**src/rtl/pipe_ctrl.sv**
```systemverilog
// Pipeline hazard and redirect controller: per-stage stall/flush, PC redirect,
// stale-fetch discard after a redirect, fetch-timeout detection and bubble counting.
module pipe_ctrl #(
    parameter int unsigned STAGES        = 5,
    parameter int unsigned EX_IDX        = 2,
    parameter int unsigned ADDR_W        = 32,
    parameter int unsigned FETCH_TIMEOUT = 1024
) (
    input  logic              clk,
    input  logic              rst,
    input  logic              icache_data_valid_i,
    input  logic              ex_branch_flag_i,
    input  logic [ADDR_W-1:0] ex_pc_new_i,
    input  logic              ex_busy_i,
    input  logic              id_load_use_i,
    output logic [STAGES-1:0] stall_o,
    output logic [STAGES-1:0] flush_o,
    output logic              pc_load_o,
    output logic [ADDR_W-1:0] pc_new_o,
    output logic              fetch_timeout_o,
    output logic [31:0]       bubble_cnt_o
);

    localparam int unsigned WAIT_W = $clog2(FETCH_TIMEOUT + 1);

    localparam logic [STAGES-1:0] ONE         = STAGES'(1);
    localparam logic [STAGES-1:0] UPTO_EX     = (ONE << (EX_IDX + 1)) - ONE;
    localparam logic [STAGES-1:0] STALL_BUSY  = UPTO_EX;
    localparam logic [STAGES-1:0] FLUSH_BUSY  = ONE << (EX_IDX + 1);
    localparam logic [STAGES-1:0] FLUSH_BR    = UPTO_EX & ~ONE;
    localparam logic [STAGES-1:0] STALL_LU    = (ONE << EX_IDX) - ONE;
    localparam logic [STAGES-1:0] FLUSH_LU    = ONE << EX_IDX;
    localparam logic [STAGES-1:0] STALL_FETCH = ONE;
    localparam logic [STAGES-1:0] FLUSH_FETCH = ONE << 1;

    localparam logic [WAIT_W-1:0] WAIT_MAX  = WAIT_W'(FETCH_TIMEOUT);
    localparam logic [WAIT_W-1:0] WAIT_LAST = WAIT_W'(FETCH_TIMEOUT - 1);

    typedef enum logic {
        RUN        = 1'b0,
        REDIR_WAIT = 1'b1
    } state_t;

    state_t            state;
    state_t            state_next;
    logic [STAGES-1:0] stall_raw;
    logic [STAGES-1:0] flush_raw;
    logic              pc_load;
    logic [WAIT_W-1:0] wait_cnt;

    // State register
    always_ff @(posedge clk) begin
        if (!rst) begin
            state <= RUN;
        end else begin
            state <= state_next;
        end
    end

    // Next-state and stall/flush/redirect decode; reset forces a full flush
    always_comb begin
        state_next = state;
        stall_raw  = '0;
        flush_raw  = '0;
        pc_load    = 1'b0;

        case (state)
            RUN: begin
                if (ex_busy_i) begin
                    stall_raw = STALL_BUSY;
                    flush_raw = FLUSH_BUSY;
                end else if (ex_branch_flag_i) begin
                    pc_load   = 1'b1;
                    flush_raw = FLUSH_BR;
                    if (!icache_data_valid_i) begin
                        state_next = REDIR_WAIT;
                    end
                end else if (id_load_use_i) begin
                    stall_raw = STALL_LU;
                    flush_raw = FLUSH_LU;
                end else if (!icache_data_valid_i) begin
                    stall_raw = STALL_FETCH;
                    flush_raw = FLUSH_FETCH;
                end
            end
            REDIR_WAIT: begin
                // Old-PC fetch still in flight: hold PC, discard whatever IF returns
                stall_raw = STALL_FETCH;
                flush_raw = FLUSH_FETCH;
                if (ex_busy_i) begin
                    stall_raw = stall_raw | STALL_BUSY;
                    flush_raw = flush_raw | FLUSH_BUSY;
                end else if (ex_branch_flag_i) begin
                    pc_load   = 1'b1;
                    flush_raw = flush_raw | FLUSH_BR;
                end else if (icache_data_valid_i) begin
                    state_next = RUN;
                end
            end
            default: begin
                state_next = RUN;
            end
        endcase

        if (!rst) begin
            state_next = RUN;
            stall_raw  = '0;
            flush_raw  = '1;
            pc_load    = 1'b0;
        end
    end

    // Flush overrides stall on the same register
    assign stall_o   = stall_raw & ~flush_raw;
    assign flush_o   = flush_raw;
    assign pc_load_o = pc_load;
    assign pc_new_o  = pc_load ? ex_pc_new_i : '0;

    // Consecutive invalid-fetch counter with sticky timeout flag
    always_ff @(posedge clk) begin
        if (!rst) begin
            wait_cnt        <= '0;
            fetch_timeout_o <= 1'b0;
        end else begin
            if (icache_data_valid_i) begin
                wait_cnt <= '0;
            end else if (wait_cnt != WAIT_MAX) begin
                wait_cnt <= wait_cnt + WAIT_W'(1);
            end
            if (!icache_data_valid_i && (wait_cnt >= WAIT_LAST)) begin
                fetch_timeout_o <= 1'b1;
            end
        end
    end

    // Bubble performance counter, wraps naturally
    always_ff @(posedge clk) begin
        if (!rst) begin
            bubble_cnt_o <= '0;
        end else if (|flush_raw) begin
            bubble_cnt_o <= bubble_cnt_o + 32'd1;
        end
    end

endmodule

```
**config.mk**
```make
export PLATFORM = sky130hd
export DESIGN_NAME = pipe_ctrl
export DESIGN_NICKNAME = d
export VERILOG_FILES = /design/src/rtl/pipe_ctrl.sv
export SDC_FILE = /design/constraint.sdc
export NUM_CORES = 1
export LEC_CHECK = 0
export CELL_PAD_IN_SITES_DETAIL_PLACEMENT = 0
export CELL_PAD_IN_SITES_GLOBAL_PLACEMENT = 1
export CORE_ASPECT_RATIO = 0.7
export CORE_MARGIN = 1.5
export CORE_UTILIZATION = 29
export CTS_BUF_LIST = sky130_fd_sc_hd__clkbuf_8
export DETAILED_ROUTE_END_ITERATION = 8
export GPL_TIMING_DRIVEN = 0
export PLACE_DENSITY_LB_ADDON = 0.1
export SLEW_MARGIN = 10
export SYNTH_ARGS = -nofsm -noshare
export SYNTH_HDL_FRONTEND = slang
export SYNTH_SLANG_ARGS = --single-unit
export TNS_END_PERCENT = 5
```
**constraint.sdc**
```tcl
create_clock -name clk -period 2.22 [get_ports clk]
set_clock_uncertainty 0.05 [all_clocks]
set_input_delay 0.444 -clock clk [delete_from_list [all_inputs] [get_ports clk]]
set_output_delay 0.444 -clock clk [all_outputs]
set_load 0.005 [all_outputs]
```
# [Word-level counts from Yosys, hierarchy flattened]
# Cells that the tools add are included.
# Widths: inputs -> output; s select.
[word_totals] ff_bits=45 input_bits=38 output_inout_bits=76 wordCells=41
[op_classes] addsub=2 magnitude_cmp=1 n_eq_ne=1 n_mux=25 bitwise=4 n_reduce_logical=4
[ops] operator="$add 32x1->32 const B" n=1
[ops] operator="$mux 32" n=1
[ops] operator="$pmux 5 s2" n=2
[ops] operator="$mux 3" n=5
[ops] operator="$add 11x1->11 const B" n=1
[ops] operator="$ge 11x10->1 const B" n=1
[ops] operator="$ne 11x11->1 const B" n=1
[ops] operator="$mux 5" n=2
[ops] operator="$mux 1" n=9
[ops] operator="$mux 4" n=2
[ops] operator="$mux 2" n=3
[ops] operator="$and 5x5->5" n=1
[ops] operator="$not 5->5" n=1
[ops] operator="$reduce_or 5->1" n=1
[ops] operator="$not 1->1" n=2
[ops] operator="$pmux 1 s2" n=1
[ops] operator="$reduce_or 2->1" n=1
[ops] operator="$logic_and 1x1->1" n=1
[ops] operator="$logic_not 1->1" n=1

# [Depth between registers and ports, before layout]
# Gate-level depths: netlist of the first run.
[depth] depth_word=8 depth_mapped=7 depth_no_buf=6

# [Least setup slack after synthesis of the first run]
# Ideal clock, no wire load.
[synth_path] kind="input -> register" start="input port ex_branch_flag_i" end="register bubble_cnt_o[26]" setup_time_ps=71 arrival_ps=1754 required_time_ps=2099 slack_ps=345 cell_stages=6 path_buffers=1 path_cell_list="buf_2 -> nor4b_4 -> a211oi_2 -> nand4_2 -> or3_1 -> a21oi_1"
[synth_via] elab_chain_len=5 word_cells_on_any_way=7 classes_between="mux (6); reduce/logical (1)"
[synth_rtl] item="from (decl)" line="12" text="input logic ex_branch_flag_i,"
[synth_rtl] item="$mux 3 (on tied branches)" line="72, 93"
[synth_rtl] item="$mux 4 (on tied branches)" line="69, 90"
[synth_rtl] item="$pmux 5 s2 *" line="67" text="case (state)"
[synth_rtl] item="$mux 5 *" line="105" text="if (!rst) begin"
[synth_rtl] item="$reduce_or 5->1 *" line="140" text="end else if (|flush_raw) begin"
[synth_rtl] item="to (signal assigned)" line="141" text="bubble_cnt_o <= bubble_cnt_o + 32'd1;"
[synth_rtl] item="to (decl)" line="21" text="output logic [31:0] bubble_cnt_o"
# Every way passes the cells marked *; elsewhere a longest branch is shown, timed or not. The select of a mux whose other input is x is not followed.
# A chain may end at the register's enable or synchronous reset.

# [Final worst setup path of the first run]
[layout_path] start="input port rst" end="output port pc_new_o[22]"
[layout_via] elab_chain_len=2
[layout_rtl] item="from (decl)" line="10" text="input logic rst,"
[layout_rtl] item="$mux 1" line="105"
[layout_rtl] item="$mux 32" line="117" text="assign pc_new_o = pc_load ? ex_pc_new_i : '0;"
[layout_rtl] item="to (decl)" line="19" text="output logic [ADDR_W-1:0] pc_new_o,"
# No other way between the ends.

==> impl_metrics.ini, run 1 <==
[yosys]
syn_inst = 294
ys_top_cells_by_area = dfxtp_1 38%, and3_1 9.4%, xor2_1 8.1%
yosys.area.top_type_share_pct = 37.6
ys_warn_count = 0
synth_area_mm2 = 0.00239
yosysSeqAreaShare_pct = 37.6
synth_seq_cells = 45
synth_top_area_cell = dfxtp_1
avgSynthCellArea_um2 = 8.14
synth.distinct_cells = 35

[sta]
worstMarginPinSlew_ns = 0.622
rsz0062_at_grt = true
fmax_mhz = 436
period_minus_slack_ns = 2.29
worst_slack_ns = -0.0710
setup_viol = 18
slew_headroom_pct = 58.4
finalHoldViolCount = 0
slew_viol_final = 0
layout_worst_path_cycle_share_pct = 103
setup_tns_ns = -0.930
timing.hold.ws_ns = 0.405

[placed_design]
pre_cts_slack_ns = -0.810
gp_congestion = 0.781
dpl.hpwl_um = 5310
io_buffer_count = 110

[die]
initial_core_util_pct = 30.1
die_h_um = 79.0
die_x_um = 112
ioPinCount = 114
dieArea_mm2 = 0.00882
rows = 27
design.core.area_mm2 = 0.00794

[global_route]
overflow = 0
grt_usage_pct = 16.0
grt_max_degree = 15
first_global_vias = 2320
antenna_found_initial = 0
grt_pass1_wl_um = 11400

[power_and_ir_drop]
p_per_area_mw_per_mm2 = 438
ir_drop_v = 0.000211
leakagePower_nw = 1.51

[route]
via_count = 2480
drcViolationCount = 0
drt_first_iter_violations = 123
drt_first_pass_iters = 4
wl_per_cell_um = 13.4
route.final.wire_length_um = 6950
ant_nets = 0
avgViaCountPerCell = 4.80

[setup_path]
end_kind = output port
crit_path_start_kind = input port
critical_path_class = input port to output port
critPathRequiredTime_ns = 1.73
cp_max_fo = 10
cp.arrival_ns = 1.80
ff2ff_setup_slack_ns = 0.17

[finish]
syn2layout_area_growth_pct = 57.2
final_core_util_pct = 47.4
final_cell_mix = 91 x clkdlybuf4s50_1, 45 x dfxtp_1, 38 x nor2_1, 36 x and3_1, 22 x xor2_1
final_common_cell = clkdlybuf4s50_1
final_net_count = 456
drive_gt1_share_pct = 7.69
diodes = 0

[clock_network]
numCtsBuffers = 5
clk_path_buf_depth = 2
path_clk_slew_ns = 0.10
clockRootBuffer = clkbuf_8
cts_tree = done
worstSkewPairLatency_ns = 0.30
h-tree-depth = 2
clock_sinks = 45
postCtsHoldBufs = 0

[outcome]
status = finished with violations
violations = negative setup slack

[job]
cap_viol_max_count = 0

[hold_path]
min_path_type = flop to flop
Yosys cell counts:
| library cell | instances |
|---|---|
| a2111oi_4 | 1 |
| a211oi_2 | 1 |
| a21oi_1 | 16 |
| and2_1 | 9 |
| and3_1 | 36 |
| and4_1 | 2 |
| buf_2 | 2 |
| buf_4 | 3 |
| buf_6 | 1 |
| clkbuf_1 | 11 |
| conb_1 | 1 |
| dfxtp_1 | 45 |
| ha_1 | 3 |
| inv_1 | 10 |
| mux2_2 | 1 |
| nand2_1 | 15 |
| nand3_1 | 16 |
| nand3_2 | 1 |
| nand4_1 | 18 |
| nand4_2 | 1 |
| nand4b_1 | 1 |
| nor2_1 | 38 |
| nor2b_1 | 1 |
| nor3_1 | 3 |
| nor4_1 | 2 |
| nor4b_1 | 1 |
| nor4b_4 | 1 |
| o211ai_1 | 1 |
| o21a_1 | 1 |
| o21ai_0 | 11 |
| o31ai_1 | 1 |
| or3_1 | 7 |
| or4_1 | 1 |
| xnor2_1 | 10 |
| xor2_1 | 22 |
stage by stage:
stage / std cells / power (mW) / instance area (um^2)
final: 517 / 1.65 / 3760
after floorplan: 295 / 0.928 / 2400
after CTS: 517 / 1.68 / 3760
after global placement: 506 / 1.08 / 3620
after global routing: 517 / 1.73 / 3760
after detailed placement: 506 / 1.08 / 3620
flip-flops by register name, indices dropped and copies added (netlist names):
| name | flops |
|---|---|
| wait_cnt | 11 |
| bubble_cnt_o | 32 |
| fetch_timeout_o | 1 |
| state | 1 |
worst max-delay path, stage by stage:
cell and delay [ns]:
clkdlybuf4s15_2 0.21, nor2b_4 0.17, buf_8 0.12, clkbuf_4 0.17, and3_1 0.18, clkdlybuf4s50_1 0.50
worst paths after layout:
| kind | cells after the start | endpoint | from |
|---|---|---|---|
| worst min-delay path | 2 | fetch_timeout_o$_SDFFE_PN0P_ | fetch_timeout_o$_SDFFE_PN0P_ |
| worst max register to register | 5 | bubble_cnt_o[28]$_SDFFE_PN0P_ | bubble_cnt_o[9]$_SDFFE_PN0P_ |
| worst min register to register | 2 | fetch_timeout_o$_SDFFE_PN0P_ | fetch_timeout_o$_SDFFE_PN0P_ |
| worst max-delay path | 6 | pc_new_o[22] | rst |
cell families (layout without fill, tap and decap cells):
family	count (synthesis)	count (layout)	synth area share, %
AND/OR/NAND/NOR	153	153	35.1
flip-flops	45	45	37.6
AO/OA/AOI/OAI	32	32	8.26
XOR/XNOR	32	32	11.7
buffers and inverters	27	148	5.12
adder cells (fa/ha/maj)	3	3	1.57
other	1	2	0.157
multiplexers	1	1	0.470
power by group:
part	switching (mW)	total (mW)	internal, mW
logic	0.0941	0.235	0.141
registers	0.0135	0.828	0.815
clock network	0.295	0.583	0.288
metal layers:
layer | part of all wire (%) | GRT usage (%)
met5 | 0 | 0
met4 | 0.72 | 4.18
met3 | 8.5 | 5.88
met2 | 44 | 25.0
met1 | 47 | 20.8
what timing repair did:
action | CTS | global route
setup endpoints to repair | 53 | 26
buffers inserted | 3 | 0
pin swaps | 0 | 0
resized for setup | 37 | 6
hold endpoints to repair | 0 | 0
layout make-up:
type                       count  area [um^2]
buffer                        17          110
clock buffer                   7         96.3
clock inverter                 1         8.76
fill                         798         4180
inverter                      10         37.5
multi-input combinational    223         1390
sequential                    45          901
tap                          101          126
timing repair buffer         113         1090
Power figures use the tool's default switching activity.
==> run 2: changes to the inputs <==
Settings changed: CORE_UTILIZATION 29 to 27, PLACE_DENSITY from default to 0.91, PLACE_DENSITY_LB_ADDON 0.1 to default.
Clock period 2.22 ns to 1.9 ns, I/O delays scaled along.
==> run 2 against run 1 <==
The flow still finishes with violations (negative setup slack); hold slack improved by 0.0049 ns; die area is 7.2% higher; clock power grew 7.9%; power grew 14%; sequential share of layout area down 0.058 points; combinational power is 20% higher; wire length is 7.0% higher; sequential cell count unchanged; critical endpoint is now flush_o[4]; largest cell class unchanged; largest power group unchanged; highest routed layer unchanged.
==> impl_metrics.ini, run 2 (synthesis gave the netlist of run 1 again) <==
[outcome]
status = finished with violations
violations = negative setup slack

[clock_network]
clockRootBuffer = clkbuf_8
clock_sinks = 45
h-tree-depth = 2
numCtsBuffers = 5
clk_path_buf_depth = 2
worstSkewPairLatency_ns = 0.30
postCtsHoldBufs = 0
cts_tree = done
path_clk_slew_ns = 0.09

[hold_path]
holdPathStages = 2
min_path_type = flop to flop
hp-start = fetch_timeout_o$_SDFFE_PN0P_

[global_route]
first_global_vias = 2370
grt_max_degree = 15
overflow = 0
grt_usage_pct = 16.0
antenna_found_initial = 0
grt_pass1_wl_um = 11800

[sta]
slew_viol_final = 0
rsz0062_at_grt = true
slew_headroom_pct = 63.2
layout_worst_path_cycle_share_pct = 105
fmax_mhz = 503
finalHoldViolCount = 0
period_minus_slack_ns = 1.99
worstMarginPinSlew_ns = 0.552
worst_slack_ns = -0.0896
timing.hold.ws_ns = 0.410
setup_viol = 5

[setup_path]
cp.arrival_ns = 1.56
crit_path_start_kind = input port
rr_worst_depth = 5
timing.rr.start = bubble_cnt_o[2]$_SDFFE_PN0P_
critical_path_class = input port to output port
end_kind = output port
crit_path_start = rst
critPathRequiredTime_ns = 1.47
cp_max_fo = 11

[route]
route.final.wire_length_um = 7430
wl_per_cell_um = 13.8
drt_first_iter_violations = 153
drt_first_pass_iters = 4
via_count = 2523
drcViolationCount = 0
avgViaCountPerCell = 4.70
ant_nets = 0

[die]
design.core.area_mm2 = 0.00851
initial_core_util_pct = 28.1
die_h_um = 81.8
dieArea_mm2 = 0.00945
rows = 28
ioPinCount = 114
die_x_um = 116

[finish]
largest_registers = bubble_cnt_o: 32 flops, wait_cnt: 11 flops
drive_gt1_share_pct = 17.3
final_common_cell = clkdlybuf4s50_1
final_core_util_pct = 44.9
top_register = bubble_cnt_o
final_net_count = 457
fillers = 858
final_cells = 537
largest_reg_flops = 32
final_cell_mix = 70 x clkdlybuf4s50_1, 38 x dfxtp_1, 35 x nor2_1, 30 x and3_1, 22 x xor2_1
diodes = 0
syn2layout_area_growth_pct = 59.6

[placed_design]
gp_congestion = 0.856
pre_cts_slack_ns = -1.04
io_buffer_count = 110
dp_cells = 525
dpl.hpwl_um = 5880

[job]
cap_viol_max_count = 0

[power_and_ir_drop]
ir_drop_v = 0.000419
power.total_mw = 1.88
p_per_area_mw_per_mm2 = 492
leakagePower_nw = 1.56
==> run 2: changes by cell type in the layout (fill, tap and decap cells not counted), sizes merged <==
cell / change
clkbuf: +13
clkdlybuf4s50: -21
dlygate4sd2: -2
clkinv: +2
dlymetal6s2s: +3
inv: -1
clkdlybuf4s15: +3
buf: +4
==> run 2: layer usage <==
layer,up-vias,share of wire (%),global-route usage [%]
li1,1263,-,-
met1,1152,44,19.7
met2,99,47,27.3
met3,9,7.5,5.02
met4,0,1.7,4.44
met5,-,0,0
==> run 2: worst paths after layout <==
path,to,slack [ns]
worst min-delay path,fetch_timeout_o$_SDFFE_PN0P_,0.41
worst min register to register,fetch_timeout_o$_SDFFE_PN0P_,0.41
worst max-delay path,flush_o[4],-0.09
worst max register to register,bubble_cnt_o[30]$_SDFFE_PN0P_,0.03
==> run 2: timing repair <==
item / CTS / global route
resized for setup: 82 / 55
buffers inserted: 3 / 1
pin swaps: 2 / 4
endpoints found under the setup margin: 64 / 48
==> run 2: critical path, cell delays in order <==
cell,delay [ns]
clkdlybuf4s15_2,0.21
inv_1,0.16
clkbuf_8,0.22
buf_4,0.11
clkdlybuf4s50_1,0.48
==> run 2: metrics by stage <==
step,TNS (ns),area (um^2)
4_1_cts,-0.956,3850
6_report,-0.251,3820
3_5_place_dp,-47.90,3650
2_1_floorplan,0,2400
3_3_place_gp,-47.46,3650
5_1_grt,-1.20,3820
==> run 2: area by class of cell <==
type	instances	area [um^2]	area share, %
repair buffers	114	1040	27.2
clock buffers	6	82.6	2.16
flip-flops and latches	45	912	23.9
clock inverters	2	13.8	0.360
plain buffers	17	135	3.54
inverters	10	37.5	0.983
well taps	120	150	3.93
multi-input cells	223	1450	38.0
==> run 2: power by group <==
part / internal [mW] / switching, mW
clock network: 0.295 / 0.333
registers: 0.952 / 0.0159
logic: 0.166 / 0.116
total: 1.41 / 0.465
==> run 3: changes to the inputs <==
Settings changed: CORE_MARGIN 1.5 to 1.
==> run 3 against run 2 <==
Die area is 2.1% lower; largest power group unchanged; the run still ends with negative setup slack left; sequential share of layout area hardly changed; setup slack better by 0.081 ns; critical endpoint is now pc_new_o[21]; highest routed layer unchanged; cell count is 0.56% higher; critical path depth is 1 higher; non-clock buffer count is 3 higher; first-iteration DRC count is 2.0% higher; design area is 0.56% lower; clock power is 7.3% lower; hold slack worse by 0.0054 ns; sequential power hardly changed; register-to-register slack better by 0.03 ns.
==> impl_metrics.ini, run 3 (synthesis gave the netlist of run 1 again) <==
[setup_path]
cp_max_fo = 10
slowest_delay_ns = 0.23
cp.arrival_ns = 1.48
timing.rr.start = bubble_cnt_o[0]$_SDFFE_PN0P_
path_cells = clkdlybuf4s15_2, nor2b_4, buf_6, clkbuf_8, and3_4, dlygate4sd2_1
crit_path_start_kind = input port
critPathRequiredTime_ns = 1.47
critPathSlowestCell = dlygate4sd2_1
crit_path_start = rst
end_kind = output port
critical_path_class = input port to output port

[hold_path]
hp-start = fetch_timeout_o$_SDFFE_PN0P_
min_path_type = flop to flop

[placed_design]
gp_congestion = 0.875
dpl.hpwl_um = 5840
io_buffer_count = 110
dp_cells = 525

[route]
wl_per_cell_um = 13.6
ant_nets = 0
avgViaCountPerCell = 4.80
drcViolationCount = 0
via_count = 2590
drt_first_iter_violations = 156
drt_first_pass_iters = 4
route.final.wire_length_um = 7360

[finish]
final_net_count = 460
final_common_cell = clkdlybuf4s50_1
multi_input_area_mm2 = 0.00143
diodes = 0
final_core_util_pct = 44.6
largest_reg_flops = 32
final_cells = 540
drive_gt1_share_pct = 15.7
largest_registers = bubble_cnt_o: 32 flops, wait_cnt: 11 flops
syn2layout_area_growth_pct = 58.7
final_cell_mix = 69 x clkdlybuf4s50_1, 40 x dfxtp_1, 36 x nor2_1, 35 x and3_1, 22 x xor2_1
fillers = 854
top_register = bubble_cnt_o
regArea_um2 = 907

[global_route]
antenna_found_initial = 0
grt_max_degree = 15
grt_usage_pct = 16.0
first_global_vias = 2418
grt_pass1_wl_um = 11500
overflow = 0

[sta]
layout_worst_path_cycle_share_pct = 100
worst_slack_ns = -0.00878
worstMarginPinSlew_ns = 0.525
rsz0062_at_grt = true
fmax_mhz = 524
period_minus_slack_ns = 1.91
slew_headroom_pct = 65.0
slew_viol_final = 0
finalHoldViolCount = 0
setup_viol = 2

[die]
rows = 28
die_h_um = 80.8
ioPinCount = 114
die_x_um = 115
dieArea_mm2 = 0.00925
initial_core_util_pct = 28.1
design.core.area_mm2 = 0.00851

[job]
cap_viol_max_count = 0

[power_and_ir_drop]
p_per_area_mw_per_mm2 = 481
leakagePower_nw = 1.57
ir_drop_v = 0.000185

[clock_network]
cts_tree = done
clockRootBuffer = clkbuf_8
path_clk_slew_ns = 0.09
worstSkewPairLatency_ns = 0.30
clk_path_buf_depth = 2
clock_sinks = 45
h-tree-depth = 2
numCtsBuffers = 5

[outcome]
status = finished with violations
violations = negative setup slack
-- run 3: layer usage --
layer  wire length [um]  track usage [%]
met1               3180             19.2
met2               3590             28.1
met3                498             4.33
met4                102             4.81
met5                  0                0
-- run 3: cell type report --
cell class	instances	area share, %
plain buffers	17	3.49
well taps	120	3.95
clock inverters	3	0.461
clock buffers	5	1.81
repair buffers	117	27.8
multi-input cells	223	37.6
flip-flops and latches	45	23.9
inverters	10	0.988
-- run 3: what timing repair did --
action	4_1_cts	5_1_grt
pin swaps	1	5
gates cloned	0	0
setup buffers	3	4
setup endpoints to repair	60	50
resized for setup	81	39
hold buffers	0	0
-- run 3: worst max-delay path: cells and delay by family --
kind | cells | cell delay (ns)
buffers and inverters | 4 | 0.73
AND/OR/NAND/NOR | 2 | 0.35
-- run 3: path summary, 6_finish.rpt --
path / endpoint / slack (ns) / cells past startpoint
min reg2reg: fetch_timeout_o$_SDFFE_PN0P_ / 0.40 / 2
min: fetch_timeout_o$_SDFFE_PN0P_ / 0.40 / 2
max reg2reg: bubble_cnt_o[8]$_SDFFE_PN0P_ / 0.06 / 5
max: pc_new_o[21] / -0.009 / 6
-- run 3: report_power, final --
part / switching [mW] / internal [mW] / total (mW)
sequential: 0.0165 / 0.953 / 0.969
clock: 0.329 / 0.254 / 0.583
combinational: 0.115 / 0.160 / 0.275
total: 0.461 / 1.37 / 1.83
-- run 3: stage by stage --
step	setup TNS, ns	hold WS [ns]	instance area, um^2	setup WS, ns	power, mW
after floorplan	0	0.392	2400	0.0891	1.08
after global placement	-45.35	0.397	3650	-0.981	1.26
after detailed placement	-46.67	0.399	3650	-1.00	1.27
after CTS	-0.281	0.400	3800	-0.0931	1.85
after global routing	-0.804	0.403	3800	-0.0668	1.91
final	-0.00889	0.405	3800	-0.00878	1.83
